$ cat src/rtl/lsu_pkg.sv
// lsu_pkg: shared definitions for the load/store unit.
//   - funct3 size codes (SZ_B, SZ_H, SZ_W, SZ_BU, SZ_HU)
//   - FSM state enum
//   - size_bytes(): byte count of an access from its funct3 code
package lsu_pkg;

   localparam logic [2:0] SZ_B  = 3'b000;
   localparam logic [2:0] SZ_H  = 3'b001;
   localparam logic [2:0] SZ_W  = 3'b010;
   localparam logic [2:0] SZ_BU = 3'b100;
   localparam logic [2:0] SZ_HU = 3'b101;

   typedef enum logic [1:0] {
      IDLE   = 2'd0,
      ACCESS = 2'd1,
      RESP   = 2'd2
   } lsu_state_e;

   // Unknown codes report 1 byte; they are rejected separately by the checker.
   function automatic logic [2:0] size_bytes(input logic [2:0] funct3);
      case (funct3)
         SZ_H, SZ_HU: return 3'd2;
         SZ_W:        return 3'd4;
         default:     return 3'd1;
      endcase
   endfunction

endpackage

$ cat src/rtl/lsu_req_check.sv
// lsu_req_check: combinational legality check of a load/store request.
//   write   in  1   1 = store
//   funct3  in  3   size code
//   addr    in  32  byte address
//   err     out 1   request is illegal and must not reach memory
module lsu_req_check
   import lsu_pkg::*;
#(
   parameter int DATA_WORDS       = 64,
   parameter bit ALLOW_MISALIGNED = 1'b1
) (
   input  logic        write,
   input  logic [2:0]  funct3,
   input  logic [31:0] addr,
   output logic        err
);

   localparam logic [32:0] LIMIT = 33'(4 * DATA_WORDS);

   logic [32:0] last_byte;
   logic        bad_f3, bad_store, out_of_range, misaligned;

   always_comb begin
      // 33-bit sum so an access near 0xFFFFFFFF cannot wrap into range.
      last_byte    = {1'b0, addr} + 33'(size_bytes(funct3)) - 33'd1;
      bad_f3       = !(funct3 inside {SZ_B, SZ_H, SZ_W, SZ_BU, SZ_HU});
      bad_store    = write && (funct3 == SZ_BU || funct3 == SZ_HU);
      out_of_range = (last_byte >= LIMIT);
      misaligned   = !ALLOW_MISALIGNED &&
                     (((funct3 == SZ_H || funct3 == SZ_HU) && addr[0]) ||
                      (funct3 == SZ_W && addr[1:0] != 2'b00));
      err          = bad_f3 || bad_store || out_of_range || misaligned;
   end

endmodule

$ cat src/rtl/load_store_unit.sv
// load_store_unit: initiator side of the DataMemory port.
//   req_*   valid/ready request channel from execute (write, funct3, addr, wdata, tag)
//   resp_*  valid/ready response channel (rdata, tag, err), held until taken
//   mem_*   single-cycle access to DataMemory; mem_rd_val is combinational
// One request in flight: IDLE -> ACCESS (one cycle) -> RESP, or IDLE -> RESP
// directly for illegal requests. A new request may be taken in the same cycle
// the response is consumed.
module load_store_unit
   import lsu_pkg::*;
#(
   parameter int DATA_WORDS       = 64,
   parameter bit ALLOW_MISALIGNED = 1'b1
) (
   input  logic        clk,
   input  logic        rst_n,
   input  logic        req_valid,
   output logic        req_ready,
   input  logic        req_write,
   input  logic [2:0]  req_funct3,
   input  logic [31:0] req_addr,
   input  logic [31:0] req_wdata,
   input  logic [4:0]  req_tag,
   output logic        resp_valid,
   input  logic        resp_ready,
   output logic [31:0] resp_rdata,
   output logic [4:0]  resp_tag,
   output logic        resp_err,
   output logic [31:0] mem_access_addr,
   output logic [31:0] mem_wr_val,
   output logic        mem_write_en,
   output logic        mem_read_en,
   output logic [2:0]  mem_data_size,
   input  logic [31:0] mem_rd_val
);

   lsu_state_e  state_q, state_d;
   logic        wr_q;
   logic [2:0]  f3_q;
   logic [31:0] addr_q, wdata_q;
   logic        req_err;
   logic        req_hs;

   lsu_req_check #(
      .DATA_WORDS       (DATA_WORDS),
      .ALLOW_MISALIGNED (ALLOW_MISALIGNED)
   ) u_check (
      .write  (req_write),
      .funct3 (req_funct3),
      .addr   (req_addr),
      .err    (req_err)
   );

   assign req_hs = req_valid && req_ready;

   always_comb begin
      state_d      = state_q;
      req_ready    = 1'b0;
      resp_valid   = 1'b0;
      mem_write_en = 1'b0;
      mem_read_en  = 1'b0;
      case (state_q)
         IDLE: begin
            // Gated by rst_n so nothing is offered while reset is held.
            req_ready = rst_n;
            if (req_valid) state_d = req_err ? RESP : ACCESS;
         end
         ACCESS: begin
            // Enables decode straight from the state register, so an async
            // reset kills them in the same instant.
            mem_write_en = wr_q;
            mem_read_en  = !wr_q;
            state_d      = RESP;
         end
         RESP: begin
            resp_valid = 1'b1;
            req_ready  = resp_ready;
            if (resp_ready) begin
               if (req_valid) state_d = req_err ? RESP : ACCESS;
               else           state_d = IDLE;
            end
         end
         default: state_d = IDLE;
      endcase
   end

   always_ff @(posedge clk or negedge rst_n) begin
      if (!rst_n) begin
         state_q    <= IDLE;
         wr_q       <= 1'b0;
         f3_q       <= '0;
         addr_q     <= '0;
         wdata_q    <= '0;
         resp_rdata <= '0;
         resp_tag   <= '0;
         resp_err   <= 1'b0;
      end else begin
         state_q <= state_d;
         if (req_hs) begin
            wr_q       <= req_write;
            f3_q       <= req_funct3;
            addr_q     <= req_addr;
            wdata_q    <= req_wdata;
            resp_tag   <= req_tag;
            resp_err   <= req_err;
            resp_rdata <= '0;
         end else if (state_q == ACCESS && !wr_q) begin
            resp_rdata <= mem_rd_val;
         end
      end
   end

   // Bus outputs are the request latches; they hold between accesses.
   assign mem_access_addr = addr_q;
   assign mem_wr_val      = wdata_q;
   assign mem_data_size   = f3_q;

endmodule

$ cat config.mk
export PLATFORM = sky130hd
export DESIGN_NAME = load_store_unit
export DESIGN_NICKNAME = d
export VERILOG_FILES = /design/src/rtl/lsu_pkg.sv /design/src/rtl/lsu_req_check.sv /design/src/rtl/load_store_unit.sv
export SDC_FILE = /design/constraint.sdc
export NUM_CORES = 1
export LEC_CHECK = 0
export ABC_AREA = 1
export CAP_MARGIN = 30
export CORE_MARGIN = 2
export CORE_UTILIZATION = 48
export CTS_CLUSTER_SIZE = 8
export DETAILED_ROUTE_END_ITERATION = 10
export PLACE_DENSITY = 0.82
export SETUP_SLACK_MARGIN = 0.15
export SLEW_MARGIN = 25
export SYNTH_ARGS = -nofsm -noshare
export SYNTH_HDL_FRONTEND = slang
export SYNTH_SLANG_ARGS = --single-unit
$ cat constraint.sdc
create_clock -name clk -period 1.98 [get_ports clk]
set_clock_uncertainty 0.1 [all_clocks]
set_input_delay 0.297 -clock clk [delete_from_list [all_inputs] [get_ports clk]]
set_output_delay 0.297 -clock clk [all_outputs]
set_load 0.01 [all_outputs]
==> results of run 1 <==
[worst paths after layout]
kind / depth (start not counted) / slack [ns] / startpoint / end
max: 25 / -0.55 / req_funct3[2] / state_q[1]$_DFFE_PN0P_
min: 3 / 0.17 / req_funct3[0] / mem_data_size[0]$_DFFE_PN0P_
max reg2reg: 7 / 0.23 / state_q[1]$_DFFE_PN0P_ / mem_access_addr[1]$_DFFE_PN0P_
min reg2reg: 2 / 0.38 / mem_wr_val[24]$_DFFE_PN0P_ / mem_wr_val[24]$_DFFE_PN0P_
max in group asynchronous: 5 / 0.45 / rst_n / mem_access_addr[12]$_DFFE_PN0P_
min in group asynchronous: 3 / 0.39 / rst_n / state_q[0]$_DFFE_PN0P_
[cell usage in the layout (no fill, tap or decap), types with 5 or more instances in the layout]
cell / count
nand3_2: 19
inv_1: 174
ha_1: 7
dlygate4sd2_1: 22
nand4_1: 10
nand2_2: 34
nand2_4: 6
a21oi_2: 11
clkbuf_16: 9
a22oi_1: 32
dfrtp_1: 108
o21ai_0: 43
nand3b_1: 10
nor2_2: 12
ha_4: 26
clkdlybuf4s50_1: 187
buf_6: 5
nand2_1: 376
and2_1: 6
a21oi_1: 11
inv_2: 15
buf_4: 118
nor2_4: 7
nor2_1: 59
nand3_1: 28
[where the power goes]
part | leakage (nW) | internal [mW] | total, mW | switching (mW)
Combinational | 4.49 | 1.41 | 2.84 | 1.43
Clock | 0.155 | 1.07 | 1.92 | 0.852
Sequential | 1.38 | 2.48 | 2.63 | 0.155
Total | 6.03 | 4.95 | 7.39 | 2.44
[sequential cells by signal, indices dropped and copies added, names as in the netlist]
name	count
mem_access_addr	32
state_q	2
mem_wr_val	32
mem_data_size	3
resp_tag	5
resp_rdata	32
wr_q	1
resp_err	1
[repair_timing]
| item | CTS | global route |
|---|---|---|
| pin swaps | 39 | 24 |
| endpoints found under the hold margin | 26 | 0 |
| resized for setup | 148 | 24 |
| setup buffers | 12 | 3 |
| hold buffers | 1 | 0 |
| gates cloned | 0 | 1 |
| endpoints found under the setup margin | 100 | 59 |
[cells in the mapped netlist (all sizes together)]
cell type    n
a21boi       1
a21o         2
a21oi       22
a22oi       32
a31oi        1
and2         6
buf          9
clkbuf      13
dfrtp      108
fa           1
ha          34
inv        192
nand2      416
nand3       48
nand3b      10
nand4       10
nor2        77
nor3         6
o21ai       44
o21bai       2
or2          1
xnor2        1
xor2         1
[logic make-up after synthesis]
| group | count (synthesis) | synth area share |
|---|---|---|
| AO/OA/AOI/OAI | 104 | 0.0899 |
| XOR/XNOR | 2 | 0.00250 |
| adder cells (fa/ha/maj) | 35 | 0.0636 |
| buffers and inverters | 214 | 0.115 |
| flip-flops | 108 | 0.386 |
| AND/OR/NAND/NOR | 574 | 0.343 |
[worst reg2reg max path: cells and delay by family, from the launching register on]
kind            cells  cell delay, ns
compound gates      2            0.28
buf+inv             2            0.59
simple gates        3            0.33
flops               1            0.38
[metrics by stage]
step / setup TNS (ns) / hold WS [ns] / worst slack [ns]
6_report: -1.52 / 0.168 / -0.546
5_1_grt: -2.04 / 0.163 / -0.706
4_1_cts: -1.16 / 0.133 / -0.426
3_5_place_dp: -34.47 / 0.233 / -1.43
3_3_place_gp: -42.72 / 0.226 / -1.40
2_1_floorplan: -1.43 / -0.0986 / -0.501
[layout make-up]
type / instances / area (um^2)
Clock inverter: 5 / 66.3
Inverter: 192 / 738
Timing Repair Buffer: 341 / 3120
Multi-Input combinational cell: 716 / 4100
Tap cell: 184 / 230
Clock buffer: 11 / 253
Antenna cell: 1 / 2.50
Fill cell: 1034 / 3160
Sequential cell: 108 / 2700
[routing by layer]
layer | track usage | part of all wire | vias up
met5 | 0 | 0 | -
met2 | 0.560 | 0.50 | 269
li1 | - | - | 3854
met1 | 0.390 | 0.41 | 3683
met4 | 0.0872 | 0.029 | 0
met3 | 0.0451 | 0.061 | 52
==> results.toml, run 1 <==
[floorplan]
start_util = 0.487
ios = 218
rows = 44
dieArea_mm2 = 0.0156
core_area_mm2 = 0.0144
die_w_um = 125
die_h_um = 125

[cts]
cts_buffer_depth = 2
root_buffer = "clkbuf_16"
cts.sinks = 108
clkTransAtPathRegs_ns = 0.07
cts_buffers = 9
cts_tree = "built"
htree_levels = 3
insertion_delay_ns = 0.36

[timing]
post-route-period-util = 1.28
min_period_ns = 2.53
worst_pin_slew_ns = 0.682
max_freq_mhz = 396
hold_violations = 0
fin_ws_ns = -0.546
setup_viol = 3
slew_violations = 0
relSlewSlack = 0.541
rsz0062_at_grt = "yes"

[layout]
final_cells = 1558
final_nets = 1512
layout-drive-gt1-share = 0.210
area_growth_syn_to_layout_pct = 60.1
stdcell_area_mm2 = 0.0112
postLayoutCoreUtil = 0.780

[power_and_ir_drop]
p_leak_nw = 6.03
peakVddDrop_v = 0.000394
finalPower_mw = 7.39
cellPowerDensity_mw_per_mm2 = 660

[worst_setup_path]
arrival_ns = 2.67
cp_max_fo = 4
crit_path_max_incr_delay_ns = 0.37
slowest_stage = "fa_2"
path_class = "input port to register"
startpoint_type = "input port"
cp.required_ns = 2.12
critPathBufInv = 5
critPathCaptureType = "register"
crit_family = "simple AND/OR/NAND/NOR gates"

[placed_design]
placed_cells = 1524
io_buffers = 217
gp_congestion = 0.951
hpwl_mm = 18.0
dpl_cell_area_mm2 = 0.0102

[status]
violations = "negative setup slack"
status = "finished, violations left"

[yosys]
netlist_instances = 1037
synth.distinct_cells = 30
syn-mean-instance-area_um2 = 6.75
synth_nets = 1181
synth_top_area_frac = 0.386
syn-cell-area_mm2 = 0.00700
synth.largest_area_cell = "dfrtp_1"
synthTopCellsByArea = "dfrtp_1 39%, nand2_1 22%, inv_1 10%"
yosysSeqAreaShare = 0.386
yosysWarnings = 0
synth-seq-cells = 108

[route]
avgViaCountPerCell = 5.04
detail-route-antenna-nets = 0
drc_errors = 0
routed_wl_mm = 24.4
vias = 7858
drt-wirelength-per-cell_um = 15.6
first_iter_violations = 498
firstDrtPassIters = 6

[hold_path]
hp-class = "input port to register"

[global_routing]
grt_max_degree = 110
antenna_found_initial = 1
grt_pass1_vias = 7877
overflow = 0
grt.total_usage = 0.312
grt_pass1_wl_mm = 39.3

[job]
max_cap_viol_count = 0
No activity file was read; power rests on OpenSTA's default activity.
==> run 2: changes to the inputs <==
==> constraint.sdc (replaced) <==
create_clock -name clk -period 1.98 [get_ports clk]
set_clock_uncertainty 0.1 [all_clocks]
set_input_delay 0.198 -clock clk [delete_from_list [all_inputs] [get_ports clk]]
set_output_delay 0.198 -clock clk [all_outputs]
set_load 0.01 [all_outputs]
==> run 2 against run 1 <==
Highest routed layer unchanged; the run ends with negative hold slack, negative setup slack left; global-route usage down 0.74 points; design area hardly changed; final cell count is 0.90% lower; largest power group unchanged.
==> results.toml, run 2 (same netlist as run 1, synthesis figures left out) <==
[route]
detail-route-antenna-nets = 0
vias = 7812
avgViaCountPerCell = 5.06
routed_wl_mm = 24.0
drt-wirelength-per-cell_um = 15.6
first_iter_violations = 553
drc_errors = 0
firstDrtPassIters = 6

[timing]
fin_setup_tns_ns = -1.16
worst_pin_slew_ns = 0.816
timing.hold.ws_ns = -0.161
slew_violations = 0
setup_viol = 3
rsz0062_at_grt = "yes"
post-route-period-util = 1.21
fin_ws_ns = -0.409
min_period_ns = 2.39
hold_violations = 42
relSlewSlack = 0.456
max_freq_mhz = 419

[global_routing]
grt.total_usage = 0.304
gr-usage-met2 = 0.531
top_usage_layer = "met2"
use_met3 = 0.0515
overflow = 0
use_met1 = 0.379
antenna_found_initial = 3
grt_max_degree = 110
grt_pass1_wl_mm = 38.3
grt_pass1_vias = 7663

[worst_setup_path]
critPathBufInv = 5
path_class = "input port to register"
crit_family = "simple AND/OR/NAND/NOR gates"
slowest_stage = "fa_2"
arrival_ns = 2.53
crit_path_max_incr_delay_ns = 0.35
critPathCaptureType = "register"
startpoint_type = "input port"
cpMostUsedCell = "nand2_2"
cp_max_fo = 3
cp.required_ns = 2.12

[layout]
layout-drive-gt1-share = 0.216
area_growth_syn_to_layout_pct = 60.0
layout_commonest_cell = "nand2_1"
postLayoutCoreUtil = 0.780
final_nets = 1497
layout_common_cells = "366 x nand2_1, 186 x clkdlybuf4s50_1, 171 x inv_1"

[power_and_ir_drop]
finalPower_mw = 7.27
cellPowerDensity_mw_per_mm2 = 649
peakVddDrop_v = 0.000429
p_leak_nw = 6.01

[floorplan]
start_util = 0.487
rows = 44
core_area_mm2 = 0.0144
ios = 218
die_h_um = 125
die_w_um = 125
dieArea_mm2 = 0.0156

[status]
violations = "negative hold slack, negative setup slack"
status = "finished, violations left"

[cts]
htree_levels = 3
cts_buffers = 9
clkTransAtPathRegs_ns = 0.07
cts_tree = "built"
cts_buffer_depth = 2
root_buffer = "clkbuf_16"
cts.sinks = 108
insertion_delay_ns = 0.34

[placed_design]
hpwl_mm = 17.9
io_buffers = 217
gp_congestion = 0.924
dpl_worst_slack_ns = -1.33

[hold_path]
hp-class = "input port to async pin"

[job]
max_cap_viol_count = 0
-- run 2: final timing paths --
check | startpoint | to | slack [ns] | depth (start not counted)
hold / removal | rst_n | state_q[1]$_DFFE_PN0P_ | -0.16 | 2
hold reg to reg | mem_wr_val[28]$_DFFE_PN0P_ | mem_wr_val[28]$_DFFE_PN0P_ | 0.38 | 2
max in group asynchronous | rst_n | resp_tag[4]$_DFFE_PN0P_ | 0.72 | 3
setup / recovery | req_funct3[0] | state_q[1]$_DFFE_PN0P_ | -0.41 | 25
setup reg to reg | state_q[0]$_DFFE_PN0P_ | resp_err$_DFFE_PN0P_ | 0.25 | 9
min in group clk | req_funct3[0] | mem_data_size[0]$_DFFE_PN0P_ | 0.04 | 3
-- run 2: layout make-up --
class	instances	area (um^2)
Fill cell	1054	3160
Clock buffer	10	229
Tap cell	184	230
Clock inverter	5	60.1
Timing Repair Buffer	326	3010
Multi-Input combinational cell	716	4220
Antenna cell	3	7.51
Inverter	192	741
Sequential cell	108	2700
-- run 2: power breakdown --
group / switching (mW) / internal (mW) / leakage (nW)
sequential: 0.153 / 2.48 / 1.38
combinational: 1.45 / 1.41 / 4.49
clock: 0.800 / 0.982 / 0.139
total: 2.40 / 4.87 / 6.01
-- run 2: what timing repair did --
action | CTS | global route
resized for setup | 122 | 79
setup endpoints to repair | 97 | 79
gates cloned | 1 | 0
pin swaps | 30 | 22
buffers inserted | 4 | 6
endpoints found under the hold margin | 42 | 42
-- run 2: through the flow --
| step | hold WS [ns] | std cells | instance area [um^2] |
|---|---|---|---|
| 4_1_cts | -0.161 | 1535 | 10900 |
| 3_5_place_dp | 0.215 | 1515 | 10100 |
| 2_1_floorplan | -0.198 | 1037 | 7070 |
| 6_report | -0.161 | 1544 | 11200 |
| 5_1_grt | -0.122 | 1544 | 11200 |
| 3_3_place_gp | 0.222 | 1515 | 10100 |
-- run 2: worst register-to-register path: cells and delay by family (launching register included) --
kind	cells	cell delay, ns
buffers and inverters	4	0.60
and+or+nand+nor	4	0.45
DFF	1	0.41
AOI/OAI and AO/OA	1	0.08
-- run 2: per-layer routing --
layer	routed length (um)	share of wire	up-vias
met3	1420	0.059	59
met1	9740	0.41	3656
met4	769	0.032	0
met5	0	0	-
li1	-	-	3821
met2	12100	0.50	276
